<file path="src/rtl/axi4_lite_master_arbiter.sv">
// Round-robin arbiter that shares one AXI4-Lite master control port among NUM_REQ requesters.
// Optional watchdog: define ARB_TIMEOUT_EN to enable the WAIT timeout (DECERR response + DRAIN state).
module axi4_lite_master_arbiter #(
   parameter int NUM_REQ        = 4,
   parameter int DATA_WIDTH     = 32,
   parameter int ADDRESS_WIDTH  = 32,
   parameter int TIMEOUT_CYCLES = 256
) (
   input  logic                              ACLK,
   input  logic                              ARESETn,
   input  logic [NUM_REQ-1:0]                req_write,
   input  logic [NUM_REQ-1:0]                req_read,
   input  logic [NUM_REQ*ADDRESS_WIDTH-1:0]  req_addr,
   input  logic [NUM_REQ*DATA_WIDTH-1:0]     req_wdata,
   input  logic [NUM_REQ*DATA_WIDTH/8-1:0]   req_wstrb,
   output logic [NUM_REQ-1:0]                req_done,
   output logic [DATA_WIDTH-1:0]             req_rdata,
   output logic [1:0]                        req_resp,
   output logic                              req_busy,
   output logic [ADDRESS_WIDTH-1:0]          m_addr,
   output logic [DATA_WIDTH-1:0]             m_wdata,
   output logic [DATA_WIDTH/8-1:0]           m_wstrb,
   output logic                              m_write_req,
   output logic                              m_read_req,
   input  logic [DATA_WIDTH-1:0]             m_rdata,
   input  logic [1:0]                        m_resp,
   input  logic                              m_write_done,
   input  logic                              m_read_done
);
   localparam int IDX_W  = $clog2(NUM_REQ);
   localparam int STRB_W = DATA_WIDTH / 8;

   typedef enum logic [2:0] {IDLE, ISSUE, WAIT, RESP, DRAIN} state_t;
   state_t state_reg, state_next;

   logic [IDX_W-1:0]      rr_ptr_reg, grant_reg, grant_next;
   logic                  op_write_reg, grant_found, done_match;
   logic [DATA_WIDTH-1:0] rdata_reg;
   logic [1:0]            resp_reg;
   logic [NUM_REQ-1:0]    req_any;
   int                    scan_idx;

   assign req_any    = req_write | req_read;
   assign done_match = op_write_reg ? m_write_done : m_read_done;

   // First requester at or after the round-robin pointer, wrapping modulo NUM_REQ.
   always_comb begin
      grant_found = 1'b0;
      grant_next  = '0;
      scan_idx    = 0;
      for (int i = 0; i < NUM_REQ; i++) begin
         scan_idx = int'(rr_ptr_reg) + i;
         if (scan_idx >= NUM_REQ) scan_idx = scan_idx - NUM_REQ;
         if (!grant_found && req_any[IDX_W'(scan_idx)]) begin
            grant_found = 1'b1;
            grant_next  = IDX_W'(scan_idx);
         end
      end
   end

`ifdef ARB_TIMEOUT_EN
   localparam int CNT_W = $clog2(TIMEOUT_CYCLES + 1);
   logic [CNT_W-1:0] wait_cnt_reg;
   logic             timed_out_reg, timeout_hit;

   assign timeout_hit = (wait_cnt_reg == CNT_W'(TIMEOUT_CYCLES - 1));

   always_ff @(posedge ACLK or negedge ARESETn) begin
      if (!ARESETn)                wait_cnt_reg <= '0;
      else if (state_reg == WAIT)  wait_cnt_reg <= wait_cnt_reg + CNT_W'(1);
      else                         wait_cnt_reg <= '0;
   end
`endif

   always_ff @(posedge ACLK or negedge ARESETn) begin
      if (!ARESETn) state_reg <= IDLE;
      else          state_reg <= state_next;
   end

   always_comb begin
      state_next = state_reg;
      case (state_reg)
         IDLE:  if (grant_found) state_next = ISSUE;
         ISSUE: state_next = WAIT;
         WAIT: begin
            if (done_match) state_next = RESP;
`ifdef ARB_TIMEOUT_EN
            else if (timeout_hit) state_next = RESP;
`endif
         end
`ifdef ARB_TIMEOUT_EN
         RESP:  state_next = timed_out_reg ? DRAIN : IDLE;
         DRAIN: if (done_match) state_next = IDLE;
`else
         RESP:  state_next = IDLE;
`endif
         default: state_next = IDLE;
      endcase
   end

   always_comb begin
      req_done    = '0;
      m_write_req = 1'b0;
      m_read_req  = 1'b0;
      case (state_reg)
         ISSUE: begin
            m_write_req = op_write_reg;
            m_read_req  = !op_write_reg;
         end
         RESP:    req_done[grant_reg] = 1'b1;
         default: ;
      endcase
   end

   assign req_busy  = (state_reg != IDLE);
   assign req_rdata = rdata_reg;
   assign req_resp  = resp_reg;

   // m_* only load on a grant, so they stay stable through ISSUE/WAIT (and DRAIN).
   always_ff @(posedge ACLK or negedge ARESETn) begin
      if (!ARESETn) begin
         rr_ptr_reg    <= '0;
         grant_reg     <= '0;
         op_write_reg  <= 1'b0;
         m_addr        <= '0;
         m_wdata       <= '0;
         m_wstrb       <= '1;
         rdata_reg     <= '0;
         resp_reg      <= '0;
`ifdef ARB_TIMEOUT_EN
         timed_out_reg <= 1'b0;
`endif
      end else begin
         case (state_reg)
            IDLE: begin
`ifdef ARB_TIMEOUT_EN
               timed_out_reg <= 1'b0;
`endif
               if (grant_found) begin
                  grant_reg    <= grant_next;
                  op_write_reg <= req_write[grant_next];
                  m_addr       <= req_addr[int'(grant_next)*ADDRESS_WIDTH +: ADDRESS_WIDTH];
                  m_wdata      <= req_wdata[int'(grant_next)*DATA_WIDTH +: DATA_WIDTH];
                  m_wstrb      <= req_wstrb[int'(grant_next)*STRB_W +: STRB_W];
               end
            end
            WAIT: begin
               if (done_match) begin
                  if (!op_write_reg) rdata_reg <= m_rdata;
                  resp_reg <= m_resp;
               end
`ifdef ARB_TIMEOUT_EN
               else if (timeout_hit) begin
                  rdata_reg     <= '0;
                  resp_reg      <= 2'b11;
                  timed_out_reg <= 1'b1;
               end
`endif
            end
            RESP: rr_ptr_reg <= (grant_reg == IDX_W'(NUM_REQ - 1)) ? '0 : grant_reg + IDX_W'(1);
            default: ;
         endcase
      end
   end
endmodule

</file>
<file path="config.mk">
export PLATFORM = sky130hd
export DESIGN_NAME = axi4_lite_master_arbiter
export DESIGN_NICKNAME = d
export VERILOG_FILES = /design/src/rtl/axi4_lite_master_arbiter.sv
export SDC_FILE = /design/constraint.sdc
export NUM_CORES = 1
export LEC_CHECK = 0
export ABC_AREA = 1
export ABC_CLOCK_PERIOD_IN_PS = 2700
export BUFFER_PORTS_ARGS = -buffer_cell sky130_fd_sc_hd__buf_2
export CAP_MARGIN = 20
export CORE_AREA = 4 4 163 165
export CTS_BUF_LIST = sky130_fd_sc_hd__clkbuf_8
export CTS_CLUSTER_DIAMETER = 30
export DETAILED_ROUTE_END_ITERATION = 6
export DIE_AREA = 0 0 167 169
export GPL_TIMING_DRIVEN = 0
export PLACE_DENSITY = 0.7
export SETUP_SLACK_MARGIN = 0.2
export SLEW_MARGIN = 40
export SYNTH_ARGS = -nofsm -noshare
export SYNTH_HDL_FRONTEND = slang
export SYNTH_SLANG_ARGS = --single-unit
</file>
<file path="constraint.sdc">
create_clock -name ACLK -period 2.7 [get_ports ACLK]
set_input_delay 0.405 -clock ACLK [delete_from_list [all_inputs] [get_ports ACLK]]
set_output_delay 0.405 -clock ACLK [all_outputs]
set_load 0.05 [all_outputs]
</file>
; ---- Yosys cells after proc, flatten, opt, wreduce, memory -nomap -nowiden
; Index checks and enable logic that the tools add are counted.
[op_classes]
order_cmp = 11
shifts = 3
bitwise = 2
muxes = 36
n_eq_ne = 6
n_reduce_logical = 14
n_addsub = 8
[ops]
columns = operator, n
row1 = 128-bit by 8-bit variable part select with 32-bit output, 2
row2 = 2-bit two-way mux, 9
row3 = 1-bit two-way mux, 17
row4 = 2-bit by 4-bit less-than comparator with 1-bit output (second input constant), 4
row5 = 16-bit by 5-bit variable part select with 4-bit output, 1
row6 = 1-bit binary-select mux with 2-bit select, 5
row7 = 3-bit >= comparator (second input constant), 3
row8 = 3-bit one-hot mux with 3 select lines, 1
row9 = 2-bit by 1-bit subtractor with 2-bit output (second input constant), 4
row10 = 2-bit by 2-bit adder with 3-bit output (second input constant), 2
row11 = 3-bit by 2-bit == test with 1-bit output (second input constant), 2
row12 = 2-bit by 3-bit less-than comparator with 1-bit output (second input constant), 2
row13 = 3-bit two-way mux, 2
row14 = 2-bit AND reduction, 3
row15 = 1-bit logical AND, 4
row16 = 1-bit logical NOT, 4
row17 = 4-bit two-way mux, 1
row18 = 2-bit != test (second input constant), 2
row19 = 4-bit bitwise OR, 1
row20 = 2-bit by 1-bit adder with 3-bit output (second input constant), 1
row21 = 3-bit by 1-bit == test with 1-bit output (second input constant), 1
row22 = 2-bit by 3-bit >= comparator with 1-bit output (second input constant), 1
row23 = 3-bit logical NOT, 1
row24 = 3-bit AND reduction, 1
row25 = 6 further kinds, 6
[totals]
in_bits = 318
wordCells = 89
register_bits = 110

; ---- Longest topological paths before layout
[logic_depth]
ltp_word = 17
mapped_depth = 17
ltp_nobuf = 14

; ---- Worst setup path before layout
; Ideal clock, no wire load.
[synth_path]
kind = register -> register
startpoint = reg rr_ptr_reg[0]
endpoint = reg m_addr[10]
stages_incl_launch_ff = 14
path_buffers = 3
t_required_ns = 2.575
arrival_time_ns = 1.745
path_slack_ns = 0.830
path_cell_list = dfrtp_1 buf_6 inv_4 nand2_1 nand3_1 nand2_1 nor2_4 nand3_2 nand3_2 buf_6 clkbuf_1 o21ai_0 nand2_1 nand3_1
[synth_between]
elab_chain_len = 16
[synth_rtl]
columns = element, line
row1 = "start, declared", 36  ; logic [IDX_W-1:0] rr_ptr_reg, grant_reg, grant_next;
row2 = "start signal, assigned", 160  ; RESP: rr_ptr_reg <= (grant_reg == IDX_W'(NUM_REQ - 1)) ? '0 : grant_reg + IDX_W'(1);
row3 = branches (longest 16 deep; another with 2-bit by 1-bit adder with 3-bit output), --
row4 = "end signal, assigned", 142  ; m_addr <= req_addr[int'(grant_next)*ADDRESS_WIDTH +: ADDRESS_WIDTH];
row5 = "end, declared", 20  ; output logic [ADDRESS_WIDTH-1:0] m_addr,
; Parallel ways; which one is timed is not known. The select of a mux whose other input is x is not followed.
; A chain may end at the register's enable or synchronous reset.

; ---- Worst setup path in the final report
[layout_path]
startpoint = reg rr_ptr_reg[0]
endpoint = reg m_addr[12]
; The elaborated chain is that of the path after synthesis.

==> impl_metrics.yaml <==
setup_path:
  cp.required_ps: 3000
  cp_slowest_stage_delay_ps: 390
  cp_data_arrival_time_ps: 2630
  crit_fanout: 10
  start_kind: "flop"
  path_class: "reg2reg"
  critPathSlowestCell: "dfrtp_1"
  cp_common_cell: "nand2_1"
  path_cells: "buf_6, inv_4, nand2_1, nand2_2, nand3_2, nand2_1, nor2_4, nand3_4, buf_2, buf_2, nand4_1, nand3_1, nand2_1, nand2_1, nand2_1"
  cp-end-kind: "flop"
place:
  gp_congestion: 0.9734
  dp_hpwl_mm: 24.62
  port_buffers: 426
  place_area_um2: 10100
  dpl_worst_slack_ps: -128.8
synth:
  syn_inst: 1144
  synth_top_area_share_pct: 34.93
  seq_area_frac_synth_pct: 36.33
  synth-seq-cells: 109
  synth_top_area_cell: "dfrtp_1"
  synth_nets: 1470
  synth.avg_cell_area_um2: 6.575
  synth_area_leaders: "dfrtp_1 35%, nand2_1 21%, inv_1 11%, nand3_1 7.5%, nand4_1 5.7%"
  ys_types: 23
  synth_area_um2: 7522
  yosysWarnings: 0
finish:
  final_cell_area_um2: 10400
  drive_gt1_share_pct: 34.84
  areaGrowthSynthToFinish_pct: 38.29
  final_cell_mix: "460 x buf_2, 417 x nand2_1, 221 x inv_1, 113 x nand3_1, 105 x dfrtp_1"
  fillCellCount: 2632
  final_util_pct: 41.55
  layout_commonest_cell: "buf_2"
  fin_nets: 1911
timing:
  max_slew_margin_pct: 62.90
  period_minus_slack_ps: 2331
  setup_ws_ps: 369.0
  rsz0062_at_grt: "true"
  worst_pin_slew_ps: 556.6
  skew_ps: 28.81
  slew_violations: 0
  max_freq_mhz: 429.0
  setup-violations-final: 0
  hold_ws_ps: 222.8
  fin_tns_setup_ps: 0
  fin_crit_sh_pct: 86.33
  hold_violations: 0
run:
  cap_violations: 0
clocking:
  clk_path_buf_depth: 2
  clock_latency_ps: 410
  cts.htree.levels: 3
  cts_sinks: 109
  tritoncts.num_buffers: 9
  cts-root-buf: "clkbuf_8"
  cts_tree: "yes"
  worst_setup_hold_path_clk_slew_ps: 130
floorplanning:
  die_x_um: 167
  die_y_um: 169
  initial_core_util_pct: 30.04
  core_area_um2: 25040
  io-pin-count: 427
  fp-row-count: 58
  die-area_um2: 28220
detailed_routing:
  num_vias: 8942
  wl_per_cell_um: 15.89
  remaining_drc_errors: 0
  first_pass_iters: 5
  vias_per_cell: 4.655
  wirelength_mm: 30.52
  antenna_left: 0
  drt-initial-drc-count: 633
power:
  powerDensity_nw_per_um2: 1501
  clkPwrFrac_pct: 7.0
  seqPwrFrac_pct: 18.7
  power_switching_share_pct: 60.56
  power_leakage_uw: 0.006424
  max-vdd-ir-drop_v: 0.0008326
  switchingPower_uw: 9454
  p_int_uw: 6158
  combPwrFrac_pct: 74.3
outcome:
  status: "finished, final reports clean"
hold_path:
  hold_class: "in2reg"
global_routing:
  antenna_found_initial: 1
  overflow: 0
  grt_use_total_pct: 20.52
  grt_max_degree: 60
  grt_pass1_vias: 8918
  grt_pass1_wl_mm: 46.43
## synthesized netlist by cell type, drive strengths merged
master / count
a21oi: 3
buf: 54
clkbuf: 17
dfrtp: 105
dfstp: 4
ha: 8
inv: 226
mux2: 34
nand2: 421
nand3: 117
nand4: 69
nor2: 11
o21ai: 75
## routing by layer
layer | part of all wire (%) | GRT usage (%) | vias up
met4 | 3.4 | 8.822 | 0
met3 | 8.4 | 5.255 | 64
met2 | 49 | 36.76 | 457
met5 | 0 | 0 | -
li1 | - | - | 4413
met1 | 39 | 23.12 | 4008
## cell families after synthesis
family	count (synthesis)	share of synthesized area, %
DFF	109	36.33
AOI/OAI and AO/OA	78	5.240
adders and majority gates	8	1.331
muxes	34	5.090
buffers and inverters	297	16.23
and+or+nand+nor	618	35.78
## power by group through the flow
stage	logic (uW)	registers (uW)	clock network, uW
finish	11600	2930	1090
global route	12700	3030	1190
CTS	11500	2920	1130
detailed placement	11500	2940	0
global placement	11300	2920	0
floorplan	5670	5470	0
## worst max-delay path: cells and delay by family, from the launching register on
| kind | cells | cell delay (ps) |
|---|---|---|
| AND/OR/NAND/NOR | 11 | 1020 |
| buffers and inverters | 4 | 840 |
| flip-flops | 1 | 390 |
## timing repair
item	4_1_cts	5_1_grt
setup endpoints to repair	66	62
hold endpoints to repair	50	0
hold buffers	1	0
setup buffers	0	1
pin swaps	0	2
gates cloned	0	1
resized for setup	4	17
## through the flow
stage | cells | power, uW
3_5_place_dp | 1901 | 14410
4_1_cts | 1918 | 15580
3_3_place_gp | 1900 | 14240
6_report | 1921 | 15610
2_1_floorplan | 1144 | 11140
5_1_grt | 1921 | 16880
## path summary, 6_finish.rpt
kind | start | to | slack (ps) | cells after the start
worst max-delay path | rr_ptr_reg[0] | m_addr[12] | 370 | 15
worst min-delay path | m_rdata[23] | req_rdata[23] | 220 | 2
worst max register to register | rr_ptr_reg[0] | m_addr[12] | 370 | 15
worst min register to register | m_wdata[0] | m_wdata[0] | 490 | 2
max in group asynchronous | ARESETn | m_wstrb[1] | 1510 | 3
min in group asynchronous | ARESETn | m_wdata[2] | 490 | 2
## final cells by class
type                    count  area [um2]  share of cell area (%)
clock buffers               9       123.9                   1.191
diodes                      1       2.502                 0.02406
flip-flops and latches    109        2733                   26.27
well taps                 330       412.9                   3.969
plain buffers              71       392.9                   3.777
inverters                 226       853.3                   8.203
repair buffers            429        2200                   21.15
clock inverters             7       85.08                  0.8179
multi-input cells         739        3600                   34.60
No activity file was read; power rests on OpenSTA's default activity.
